==> config.mk <==
export PLATFORM = sky130hd
export DESIGN_NAME = uart_rx_frame_ctrl
export DESIGN_NICKNAME = d
export VERILOG_FILES = /design/src/rtl/uart_rx_frame_ctrl.sv
export SDC_FILE = /design/constraint.sdc
export NUM_CORES = 1
export LEC_CHECK = 0
export ABC_AREA = 1
export CORE_UTILIZATION = 30
export CTS_BUF_LIST = sky130_fd_sc_hd__clkbuf_2
export CTS_CLUSTER_SIZE = 20
export DETAILED_ROUTE_END_ITERATION = 10
export SYNTH_ARGS = -nofsm -noshare
export SYNTH_HDL_FRONTEND = slang
export SYNTH_SLANG_ARGS = --single-unit
==> constraint.sdc <==
create_clock -name clk -period 2.1 [get_ports clk]
set_clock_uncertainty 0.1 [all_clocks]
set_input_delay 0.21 -clock clk [delete_from_list [all_inputs] [get_ports clk]]
set_output_delay 0.21 -clock clk [all_outputs]
set_load 0.03 [all_outputs]
==> src/rtl/uart_rx_frame_ctrl.sv <==
// Byte-stream framer for a UART receiver: SYNC, ADDR, LEN, payload, XOR checksum.
// A checked frame is held for the consumer until frame_ack, with registered error pulses.
module uart_rx_frame_ctrl #(
   parameter logic [7:0]  SYNC_BYTE    = 8'hA5,
   parameter int          MAX_LEN      = 8,
   parameter logic [15:0] TIMEOUT_CLKS = 16'd2000
) (
   input  logic       clk,
   input  logic       rst_n,
   input  logic       data_ready,
   input  logic [7:0] rxdata,
   input  logic       frame_ack,
   input  logic [2:0] rd_idx,
   output logic [7:0] rd_data,
   output logic       frame_valid,
   output logic [7:0] frame_addr,
   output logic [3:0] frame_len,
   output logic       err_csum,
   output logic       err_len,
   output logic       err_timeout,
   output logic       err_overrun
);

   typedef enum logic [2:0] {IDLE, ADDR, LEN, PAYLOAD, CSUM, HOLD} state_t;

   localparam logic [15:0] TERM_CNT  = TIMEOUT_CLKS - 16'd1;
   localparam logic [7:0]  MAX_LEN_B = 8'(MAX_LEN);

   state_t      r_state;
   logic [15:0] r_cnt;
   logic [2:0]  r_idx;
   logic [7:0]  r_csum;
   logic [7:0]  r_addr;
   logic [3:0]  r_len;
   logic        r_valid;
   logic        r_err_csum;
   logic        r_err_len;
   logic        r_err_timeout;
   logic        r_err_overrun;
   logic [7:0]  r_buf [8];

   logic        w_last_byte;

   assign w_last_byte = ({1'b0, r_idx} == (r_len - 4'd1));

   // NOTE: all state here is updated with non-blocking assignments so every
   // register samples pre-edge values; blocking '=' would create ordering bugs.
   always_ff @(posedge clk or negedge rst_n) begin
      if (!rst_n) begin
         r_state       <= IDLE;
         r_cnt         <= '0;
         r_idx         <= '0;
         r_csum        <= '0;
         r_addr        <= '0;
         r_len         <= '0;
         r_valid       <= 1'b0;
         r_err_csum    <= 1'b0;
         r_err_len     <= 1'b0;
         r_err_timeout <= 1'b0;
         r_err_overrun <= 1'b0;
         // NOTE: the payload buffer is small and must read back as zero after
         // reset, so it is built from flops with reset rather than a RAM.
         for (int i = 0; i < 8; i++) r_buf[i] <= '0;
      end else begin
         r_err_csum    <= 1'b0;
         r_err_len     <= 1'b0;
         r_err_timeout <= 1'b0;
         r_err_overrun <= 1'b0;
         case (r_state)
            IDLE: begin
               r_cnt <= '0;
               if (data_ready && rxdata == SYNC_BYTE) r_state <= ADDR;
            end
            HOLD: begin
               r_cnt <= '0;
               if (data_ready) r_err_overrun <= 1'b1;
               if (frame_ack) begin
                  r_valid <= 1'b0;
                  r_state <= IDLE;
               end
            end
            default: begin
               // A byte on the terminal-count cycle wins over the timeout.
               if (data_ready) begin
                  r_cnt <= '0;
                  case (r_state)
                     ADDR: begin
                        r_addr  <= rxdata;
                        r_csum  <= rxdata;
                        r_state <= LEN;
                     end
                     LEN: begin
                        if (rxdata == 8'd0 || rxdata > MAX_LEN_B) begin
                           r_err_len <= 1'b1;
                           r_state   <= IDLE;
                        end else begin
                           r_len   <= rxdata[3:0];
                           r_csum  <= r_csum ^ rxdata;
                           r_idx   <= '0;
                           r_state <= PAYLOAD;
                        end
                     end
                     PAYLOAD: begin
                        r_buf[r_idx] <= rxdata;
                        r_csum       <= r_csum ^ rxdata;
                        r_idx        <= r_idx + 3'd1;
                        if (w_last_byte) r_state <= CSUM;
                     end
                     CSUM: begin
                        if (rxdata == r_csum) begin
                           r_valid <= 1'b1;
                           r_state <= HOLD;
                        end else begin
                           r_err_csum <= 1'b1;
                           r_state    <= IDLE;
                        end
                     end
                     default: r_state <= IDLE;
                  endcase
               end else if (r_cnt == TERM_CNT) begin
                  r_err_timeout <= 1'b1;
                  r_cnt         <= '0;
                  r_state       <= IDLE;
               end else begin
                  r_cnt <= r_cnt + 16'd1;
               end
            end
         endcase
      end
   end

   assign rd_data     = r_buf[rd_idx];
   assign frame_valid = r_valid;
   assign frame_addr  = r_addr;
   assign frame_len   = r_len;
   assign err_csum    = r_err_csum;
   assign err_len     = r_err_len;
   assign err_timeout = r_err_timeout;
   assign err_overrun = r_err_overrun;

endmodule

==> results.py, run 1 <==
metrics = {
    "floorplan": {
        "initial_core_util": 0.307,
        "dieArea_um2": 19100,
        "die_x_um": 138,
        "rows": 49,
        "pin_count": 40,
        "coreArea_um2": 18100,
        "die_h_um": 138,
    },
    "drt": {
        "vias_per_cell": 4.71,
        "drtIter0Drc": 310,
        "detail-route-antenna-nets": 0,
        "wl_um": 13100,
        "firstDrtPassIters": 8,
        "drc": 8,
        "vias": 4537,
        "wl_per_cell_um": 13.6,
    },
    "worst_setup_path": {
        "crit_path_cell_trace": "nor2_2 -> o32ai_2 -> buf_4 -> nand2_2 -> nand2_2 -> buf_6",
        "cp_slowest_cell": "dfrtp_1",
        "cp_max_fo": 2,
        "critPathCaptureType": "output port",
        "startpoint_type": "register",
        "crit_required_ns": 1.79,
        "worst-path-buf-inv": 2,
        "crit_top_cell": "nand2_2",
        "cp.arrival_ns": 1.80,
        "crit_family": "flip-flops",
        "critPathMaxStageDelay_ns": 0.45,
        "crit_type": "register to output port",
    },
    "logic_synthesis": {
        "yosysTopAreaCell": "dfrtp_1",
        "synth_flop_cell": "dfrtp_1",
        "syn_area_per_cell_um2": 8.26,
        "netlist_area_um2": 5560,
        "synth_seq_area_share": 0.500,
        "yosys_warnings": 0,
        "synthDistinctLibCells": 33,
        "async_flop_share": 1.00,
        "syn_nets": 691,
        "synth_area_leaders": "dfrtp_1, nand2_1, nor2_1",
        "ys_seq_elements": 111,
        "synth.top_cell.area_share": 0.500,
        "synth_edf_count": 0,
        "syn_inst": 673,
    },
    "cts": {
        "h-tree-depth": 3,
        "numCtsBuffers": 9,
        "cts-root-buf": "clkbuf_2",
        "cts.sinks": 111,
        "cts_tree": "built",
        "clk_path_buf_depth": 2,
        "clk_latency_ns": 0.62,
        "clkTransAtPathRegs_ns": 0.32,
    },
    "final_layout": {
        "area_growth_pct": 19.0,
        "fin_util": 0.366,
        "drive_above_1_share": 0.168,
        "fin_nets": 747,
        "most-common-layout-cells": "nand2_1, dfrtp_1, nor2_1",
        "layout_commonest_cell": "nand2_1",
        "fin_area_um2": 6620,
    },
    "power": {
        "cellLeakagePower_nw": 3.24,
        "ir_drop_v": 0.000327,
        "power_density_nw_per_um2": 942,
        "power_mw": 6.23,
    },
    "place": {
        "post_dp_cell_area_um2": 6250,
        "port_buffers": 39,
        "dp_hpwl_um": 9250,
        "place_ws_ns": 0.0388,
        "routabilityCongestion": 0.853,
    },
    "global_routing": {
        "grt-ovfl-total": 0,
        "grt_max_degree": 51,
        "grt_usage": 0.144,
        "grt_pass1_wl_um": 21900,
        "grt_pass1_vias": 4257,
        "grt_antenna_before_repair": 1,
    },
    "min_path": {
        "hold_path.class": "primary input to register",
    },
    "sta": {
        "rsz0062_at_grt": "true",
        "relSlewSlack": 0.678,
        "setup_viol_count_final": 2,
        "worst_slew_pin_slew_ns": 0.479,
        "hold_violations": 0,
        "worst_slack_ns": -0.00717,
        "timing.final.max_slew_violations": 0,
        "post-route-period-util": 1.00,
        "min_period_ns": 2.11,
        "max_freq_mhz": 475,
    },
    "run_status": {
        "violations": "design-rule violations, negative setup slack",
        "status": "finished, violations left",
    },
    "job": {
        "cap_violations": 0,
    },
}
==> registers in the layout, summed over array words and instances (netlist names) <==
register     cells
frame_valid      1
err_len          1
r_state          3
err_csum         1
r_idx            3
r_cnt           16
frame_addr       8
r_csum           8
r_buf           64
frame_len        4
err_overrun      1
err_timeout      1
==> worst register-to-register path: cells and delay by family (launching register included) <==
family | cells | cell delay, ns
buf+inv | 1 | 0.09
fa+ha+maj | 1 | 0.21
compound gates | 1 | 0.16
simple gates | 6 | 0.76
flops | 1 | 0.48
==> area by class of cell <==
class                   count  area [µm²]
fillers                  1851       11500
flip-flops and latches    111        2780
multi-input cells         490        2520
repair buffers             76         757
well taps                 229         287
inverters                  41         156
clock inverters             7        66.3
clock buffers               9        45.0
diodes                      1        2.50
==> path summary, 6_finish.rpt <==
check                           depth (start not counted)    startpoint  slack [ns]          to
worst max-delay path                                    6     r_buf[22]      -0.007  rd_data[6]
worst min-delay path                                    5     rxdata[0]        0.21   r_csum[0]
worst max register to register                          9  frame_len[0]        0.24  r_state[2]
worst min register to register                          1      r_cnt[0]        0.39    r_cnt[0]
max in group asynchronous                               4         rst_n        1.11   r_buf[58]
min in group asynchronous                               4         rst_n        0.51    r_buf[1]
==> Yosys cell counts, types with 4 or more instances <==
| library cell | count |
|---|---|
| nand2_1 | 189 |
| dfrtp_1 | 111 |
| nor2_1 | 89 |
| o21ai_0 | 49 |
| o21ai_1 | 49 |
| inv_1 | 37 |
| nand3_1 | 19 |
| clkbuf_1 | 17 |
| o21ai_2 | 16 |
| o32ai_1 | 16 |
| buf_6 | 9 |
| nor3_1 | 9 |
| xor2_1 | 9 |
| nand2_4 | 6 |
| nand4_1 | 6 |
| nand2_2 | 5 |
| buf_4 | 4 |
| nand3b_1 | 4 |
| nor3_2 | 4 |
==> metrics by stage <==
step | hold slack (ns) | setup TNS (ns) | std cells
2_1_floorplan | -0.186 | 0 | 673
3_3_place_gp | 0.129 | 0 | 933
3_5_place_dp | 0.130 | 0 | 933
4_1_cts | 0.154 | -0.324 | 955
5_1_grt | 0.150 | -1.09 | 964
6_report | 0.213 | -0.0117 | 964
==> power by group <==
part           internal, mW  leakage, nW  switching [mW]
Clock                 0.186       0.0676           0.770
Sequential             2.65         1.50           0.355
Combinational         0.905         1.68            1.37
Total                  3.74         3.24            2.49
==> timing repair <==
item / 4_1_cts / 5_1_grt
setup endpoints to repair: 19 / 14
buffers inserted: 3 / 8
gates resized for setup: 23 / 31
pin swaps: 7 / 15
cloned: 0 / 0
hold buffers: 3 / 0
endpoints found under the hold margin: 111 / 0
==> metal layers <==
layer	vias up	track usage	wire length, µm
met3	9	0.0364	475
met2	69	0.232	6070
met5	-	0	0
met1	2150	0.195	6450
met4	0	0.0337	146
li1	2309	-	-
==> cell families after synthesis <==
group,after synthesis,share of synthesized area
adder cells (fa/ha/maj),3,0.00675
buffers and inverters,72,0.0642
AO/OA/AOI/OAI,136,0.145
flip-flops,111,0.500
XOR/XNOR,11,0.0173
AND/OR/NAND/NOR,340,0.267
Power figures use the tool's default switching activity.
==> inputs of run 2 (changes only) <==
--- a/config.mk
+++ b/config.mk
@@ -5,7 +5,6 @@
 export SDC_FILE = /design/constraint.sdc
 export NUM_CORES = 1
 export LEC_CHECK = 0
-export ABC_AREA = 1
 export CORE_UTILIZATION = 30
 export CTS_BUF_LIST = sky130_fd_sc_hd__clkbuf_2
 export CTS_CLUSTER_SIZE = 20
==> run 2 against run 1 <==
Compared with the run above:
- the run ends with negative setup slack left
- clock-buffer cell count did not move
- critical path depth fell by 3
- sequential power fell by 2%
- global-route usage down 0.11 points
- register-to-register slack worse by 0.13 ns
- hold slack worse by 0.14 ns
- sequential share of layout area is 0.43 points lower
- clock power grew 3.1%
- core utilization is 1.5 points higher
- total power grew 1.5%
- critical path type unchanged
- largest power group unchanged
==> results.py, run 2 <==
metrics = {
    "run_status": {
        "status": "finished, violations left",
        "violations": "negative setup slack",
    },
    "logic_synthesis": {
        "synthDistinctLibCells": 56,
        "async_flop_share": 1.00,
        "synth_seq_area_share": 0.510,
        "synthTopCellsByCount": "dfrtp_1, mux2_2, nor2_1, nand2_1",
        "synth_flop_cell": "dfrtp_1",
        "syn_inst": 427,
        "synth_edf_count": 0,
        "yosysTopAreaCell": "dfrtp_1",
        "synth_area_leaders": "dfrtp_1, mux2_2, mux4_2",
        "netlist_area_um2": 5440,
        "syn_nets": 445,
        "syn_area_per_cell_um2": 12.7,
        "yosys_warnings": 0,
        "synth_most_common_cell": "dfrtp_1",
        "ys_seq_elements": 111,
        "synth.top_cell.area_share": 0.510,
    },
    "cts": {
        "clkTransAtPathRegs_ns": 0.33,
        "clk_latency_ns": 0.65,
        "cts.sinks": 111,
        "cts_tree": "built",
        "numCtsBuffers": 9,
        "cts-root-buf": "clkbuf_2",
        "clk_path_buf_depth": 2,
        "h-tree-depth": 3,
    },
    "sta": {
        "setup_viol_count_final": 8,
        "worst_slew_pin_slew_ns": 0.630,
        "rsz0062_at_grt": "true",
        "min_period_ns": 2.34,
        "post-route-period-util": 1.11,
        "max_freq_mhz": 428,
        "hold_violations": 0,
        "relSlewSlack": 0.580,
        "tns_ns": -1.80,
        "worst_slack_ns": -0.236,
        "timing.final.max_slew_violations": 0,
    },
    "floorplan": {
        "die_x_um": 137,
        "die_h_um": 137,
        "pin_count": 40,
        "dieArea_um2": 18700,
        "initial_core_util": 0.310,
        "rows": 48,
        "coreArea_um2": 17500,
    },
    "power": {
        "p_clk_frac": 0.156,
        "power_frac_seq": 0.466,
        "cellLeakagePower_nw": 3.13,
        "power_density_nw_per_um2": 946,
        "switchingPower_mw": 2.30,
        "swShare": 0.364,
        "pwr-share-comb": 0.378,
        "p_int_mw": 4.03,
        "power_mw": 6.32,
        "ir_drop_v": 0.000587,
    },
    "global_routing": {
        "grt_usage": 0.143,
        "grt_pass1_wl_um": 19800,
        "grt-ovfl-total": 0,
        "grt_antenna_before_repair": 1,
        "grt_max_degree": 47,
        "grt_pass1_vias": 3589,
    },
    "final_layout": {
        "most-common-layout-cells": "dfrtp_1, mux2_2, buf_4",
        "largest_reg_flops": 64,
        "stdcell_count": 732,
        "reg.largest.list": "r_buf: 64 flops, r_cnt: 16 flops",
        "layout_commonest_cell": "dfrtp_1",
        "top_register": "r_buf",
        "drive_above_1_share": 0.389,
        "fin_nets": 519,
        "fin_area_um2": 6680,
        "area_growth_pct": 22.8,
    },
    "drt": {
        "drtIter0Drc": 226,
        "wl_um": 12300,
        "detail-route-antenna-nets": 0,
        "drc": 0,
        "wl_per_cell_um": 16.8,
        "vias": 3614,
        "vias_per_cell": 4.94,
        "firstDrtPassIters": 4,
    },
    "worst_setup_path": {
        "critPathCaptureType": "output port",
        "cp_slowest_cell": "mux4_2",
        "cp_max_fo": 2,
        "critPathMaxStageDelay_ns": 0.47,
        "crit_required_ns": 1.79,
        "crit_type": "register to output port",
        "startpoint_type": "register",
        "cp.arrival_ns": 2.03,
        "crit_path_cell_trace": "mux4_2 -> mux2_2 -> buf_6",
    },
    "place": {
        "dp_hpwl_um": 8630,
        "routabilityCongestion": 0.768,
        "place_ws_ns": -0.554,
        "post_dp_cell_area_um2": 6500,
        "port_buffers": 39,
        "place_inst": 712,
    },
    "job": {
        "cap_violations": 0,
    },
    "min_path": {
        "hold_path.class": "primary input to register",
    },
}
-- run 2: repair_timing --
action	in CTS	in global routing
setup endpoints to repair	20	14
hold buffers	2	0
gates resized for setup	69	8
setup buffers	0	1
endpoints found under the hold margin	111	0
-- run 2: cell type report --
class | count | area [µm²]
flip-flops and latches | 111 | 2780
repair buffers | 92 | 948
inverters | 6 | 22.5
clock inverters | 7 | 77.6
diodes | 1 | 2.50
fillers | 1677 | 10900
multi-input cells | 281 | 2530
well taps | 225 | 282
clock buffers | 9 | 45.0
-- run 2: per-layer routing --
metal,vias to the layer above,global-route usage,part of all wire
met1,1867,0.202,0.49
met4,0,0.0630,0.013
met2,55,0.215,0.46
met5,-,0,0
li1,1681,-,-
met3,11,0.0233,0.038
-- run 2: kinds of logic (layout without fill, tap and decap cells) --
group / count (synthesis) / after routing / synth area share
compound gates: 28 / 28 / 0.0354
xor+xnor: 25 / 25 / 0.0402
fa+ha+maj: 3 / 3 / 0.00690
buf+inv: 35 / 114 / 0.0287
flops: 111 / 111 / 0.510
mux: 106 / 106 / 0.251
other cells: 0 / 1 / 0
simple gates: 119 / 119 / 0.127
-- run 2: path summary, 6_finish.rpt --
kind,to,slack (ns),startpoint,cells after the start
setup / recovery,rd_data[2],-0.24,r_buf[34],3
hold / removal,frame_valid,0.07,frame_ack,4
setup reg to reg,r_buf[53],0.11,r_state[2],6
hold reg to reg,frame_valid,0.44,frame_valid,2
max in group asynchronous,frame_addr[1],0.78,rst_n,4
min in group asynchronous,r_cnt[12],0.50,rst_n,3
-- run 2: power by group through the flow --
stage,registers (mW),clock network [mW],logic [mW]
finish,2.95,0.986,2.39
detailed placement,2.98,0,2.43
global route,3.02,1.13,2.59
CTS,2.95,1.04,2.40
floorplan,3.10,0,1.42
global placement,2.97,0,2.36
-- run 2: per-stage QoR --
step,util,hold WS [ns]
floorplan,-,-0.186
global placement,0.371,0.164
detailed placement,0.371,0.176
CTS,0.379,0.0301
global route,0.381,0.0311
finish,0.381,0.0707
-- run 2: critical path: cells and delay by family, from the launching register on --
kind / cells / cell delay [ns]
buffers and inverters: 1 / 0.14
muxes: 2 / 0.76
DFF: 1 / 0.46
==> inputs of run 3 (changes only) <==
--- a/config.mk
+++ b/config.mk
@@ -5,6 +5,8 @@
 export SDC_FILE = /design/constraint.sdc
 export NUM_CORES = 1
 export LEC_CHECK = 0
+export CAP_MARGIN = 10
+export CORE_ASPECT_RATIO = 1.4
 export CORE_UTILIZATION = 30
 export CTS_BUF_LIST = sky130_fd_sc_hd__clkbuf_2
 export CTS_CLUSTER_SIZE = 20
==> run 3 against run 2 <==
Compared with the run above:
- the run still ends with negative setup slack left
- final cell count increased by 3.3%
- total power increased by 5.1%
- fmax increased by 0.79%
- clock power increased by 23%
- clock-buffer cell count unchanged
- die area about the same
- critical path type unchanged
- largest cell class unchanged
==> results.py, run 3 (synthesis gave the netlist of run 2 again) <==
metrics = {
    "drt": {
        "vias": 3710,
        "vias_per_cell": 4.91,
        "drtIter0Drc": 177,
        "wl_um": 13200,
        "detail-route-antenna-nets": 0,
        "drc": 0,
        "firstDrtPassIters": 4,
        "wl_per_cell_um": 17.5,
    },
    "place": {
        "dp_hpwl_um": 9440,
        "routabilityCongestion": 0.767,
        "port_buffers": 39,
        "place_ws_ns": -0.518,
        "post_dp_cell_area_um2": 6570,
    },
    "final_layout": {
        "most-common-layout-cells": "dfrtp_1, mux2_2, buf_4",
        "largest_reg_flops": 64,
        "reg.largest.list": "r_buf: 64 flops, r_cnt: 16 flops",
        "fin_area_um2": 6820,
        "fillers": 1752,
        "area_growth_pct": 25.2,
        "fin_util": 0.389,
        "top_register": "r_buf",
        "diodes": 0,
        "fin_nets": 533,
        "layout_commonest_cell": "dfrtp_1",
        "drive_above_1_share": 0.404,
    },
    "worst_setup_path": {
        "cp.arrival_ns": 2.01,
        "startpoint_type": "register",
        "rr_endpoint": "r_buf[41]",
        "rr_worst_depth": 6,
        "worst_r2r_startpoint": "r_state[2]",
        "cp_max_fo": 2,
        "critPathCaptureType": "output port",
        "crit_type": "register to output port",
        "r2r_slack_ns": 0.10,
        "crit_required_ns": 1.79,
    },
    "floorplan": {
        "die_h_um": 161,
        "pin_count": 40,
        "coreArea_um2": 17500,
        "die_x_um": 116,
        "initial_core_util": 0.310,
        "dieArea_um2": 18700,
        "rows": 57,
    },
    "cts": {
        "clk_path_buf_depth": 2,
        "clkTransAtPathRegs_ns": 0.31,
        "clk_latency_ns": 0.64,
        "cts-root-buf": "clkbuf_2",
        "cts_tree": "built",
        "h-tree-depth": 3,
        "cts.sinks": 111,
        "numCtsBuffers": 9,
    },
    "min_path": {
        "min_to": "frame_valid",
        "holdCritStartpoint": "frame_ack",
        "hold_path_depth": 4,
        "hold_path.class": "primary input to register",
    },
    "sta": {
        "worst_slack_ns": -0.218,
        "min_period_ns": 2.32,
        "worst_slew_pin_slew_ns": 0.598,
        "setup_viol_count_final": 8,
        "relSlewSlack": 0.601,
        "post-route-period-util": 1.10,
        "rsz0062_at_grt": "true",
        "max_freq_mhz": 431,
        "timing.final.max_slew_violations": 0,
        "hold_violations": 0,
    },
    "global_routing": {
        "grt_pass1_vias": 4022,
        "grt_antenna_before_repair": 0,
        "grt_usage": 0.153,
        "grt-ovfl-total": 0,
        "grt_pass1_wl_um": 21300,
        "grt_max_degree": 68,
    },
    "power": {
        "power_mw": 6.65,
        "cellLeakagePower_nw": 3.15,
        "ir_drop_v": 0.000516,
        "power_density_nw_per_um2": 975,
    },
    "run_status": {
        "violations": "negative setup slack",
        "status": "finished, violations left",
    },
    "job": {
        "cap_violations": 0,
    },
}
==> run 3: how the worst max path moves through the flow <==
stage	from	endpoint	slack [ns]	depth (start not counted)
2_1_floorplan	frame_len[0]	r_state[0]	0.07	7
3_3_place_gp	rd_idx[0]	rd_data[1]	-0.51	5
3_5_place_dp	rd_idx[0]	rd_data[1]	-0.52	5
4_1_cts	r_buf[34]	rd_data[2]	-0.31	3
5_1_grt	r_buf[34]	rd_data[2]	-0.33	3
6_report	r_buf[34]	rd_data[2]	-0.22	3
==> run 3: worst max-delay path, stage by stage, from the launching register on <==
cell	delay [ns]
dfrtp_1	0.45
mux4_2	0.49
mux2_4	0.30
buf_6	0.14
==> run 3: metrics by stage <==
stage	cells	hold WS, ns	setup TNS, ns
after detailed placement	733	0.152	-16.86
after CTS	753	0.0316	-2.19
after global routing	756	0.0434	-2.46
final	756	0.0936	-1.62
after floorplan	427	-0.186	0
after global placement	733	0.148	-14.14
==> run 3: layout make-up <==
type	instances	area (µm²)	area share
flip-flops and latches	111	2780	0.407
multi-input cells	281	2540	0.372
repair buffers	106	1030	0.151
well taps	236	295	0.0433
clock inverters	7	109	0.0160
clock buffers	9	45.0	0.00661
inverters	6	22.5	0.00330
==> run 3: routing by layer <==
metal	vias up	wire length, µm	GRT usage
met5	-	0	0
met4	0	330	0.0653
met3	20	390	0.0278
met2	53	7060	0.270
met1	1933	5460	0.180
li1	1704	-	-
==> run 3: what timing repair did <==
item / CTS / global route
gates cloned: 0 / 0
hold buffers: 3 / 0
endpoints found under the hold margin: 111 / 0
pin swaps: 0 / 1
setup buffers: 1 / 3
resized for setup: 54 / 3
setup endpoints to repair: 21 / 23
==> run 3: power breakdown <==
group	leakage [nW]	internal, mW	total [mW]	switching [mW]
registers	1.48	2.61	2.94	0.327
logic	1.57	1.28	2.50	1.22
clock network	0.0913	0.428	1.21	0.779
total	3.15	4.32	6.65	2.33
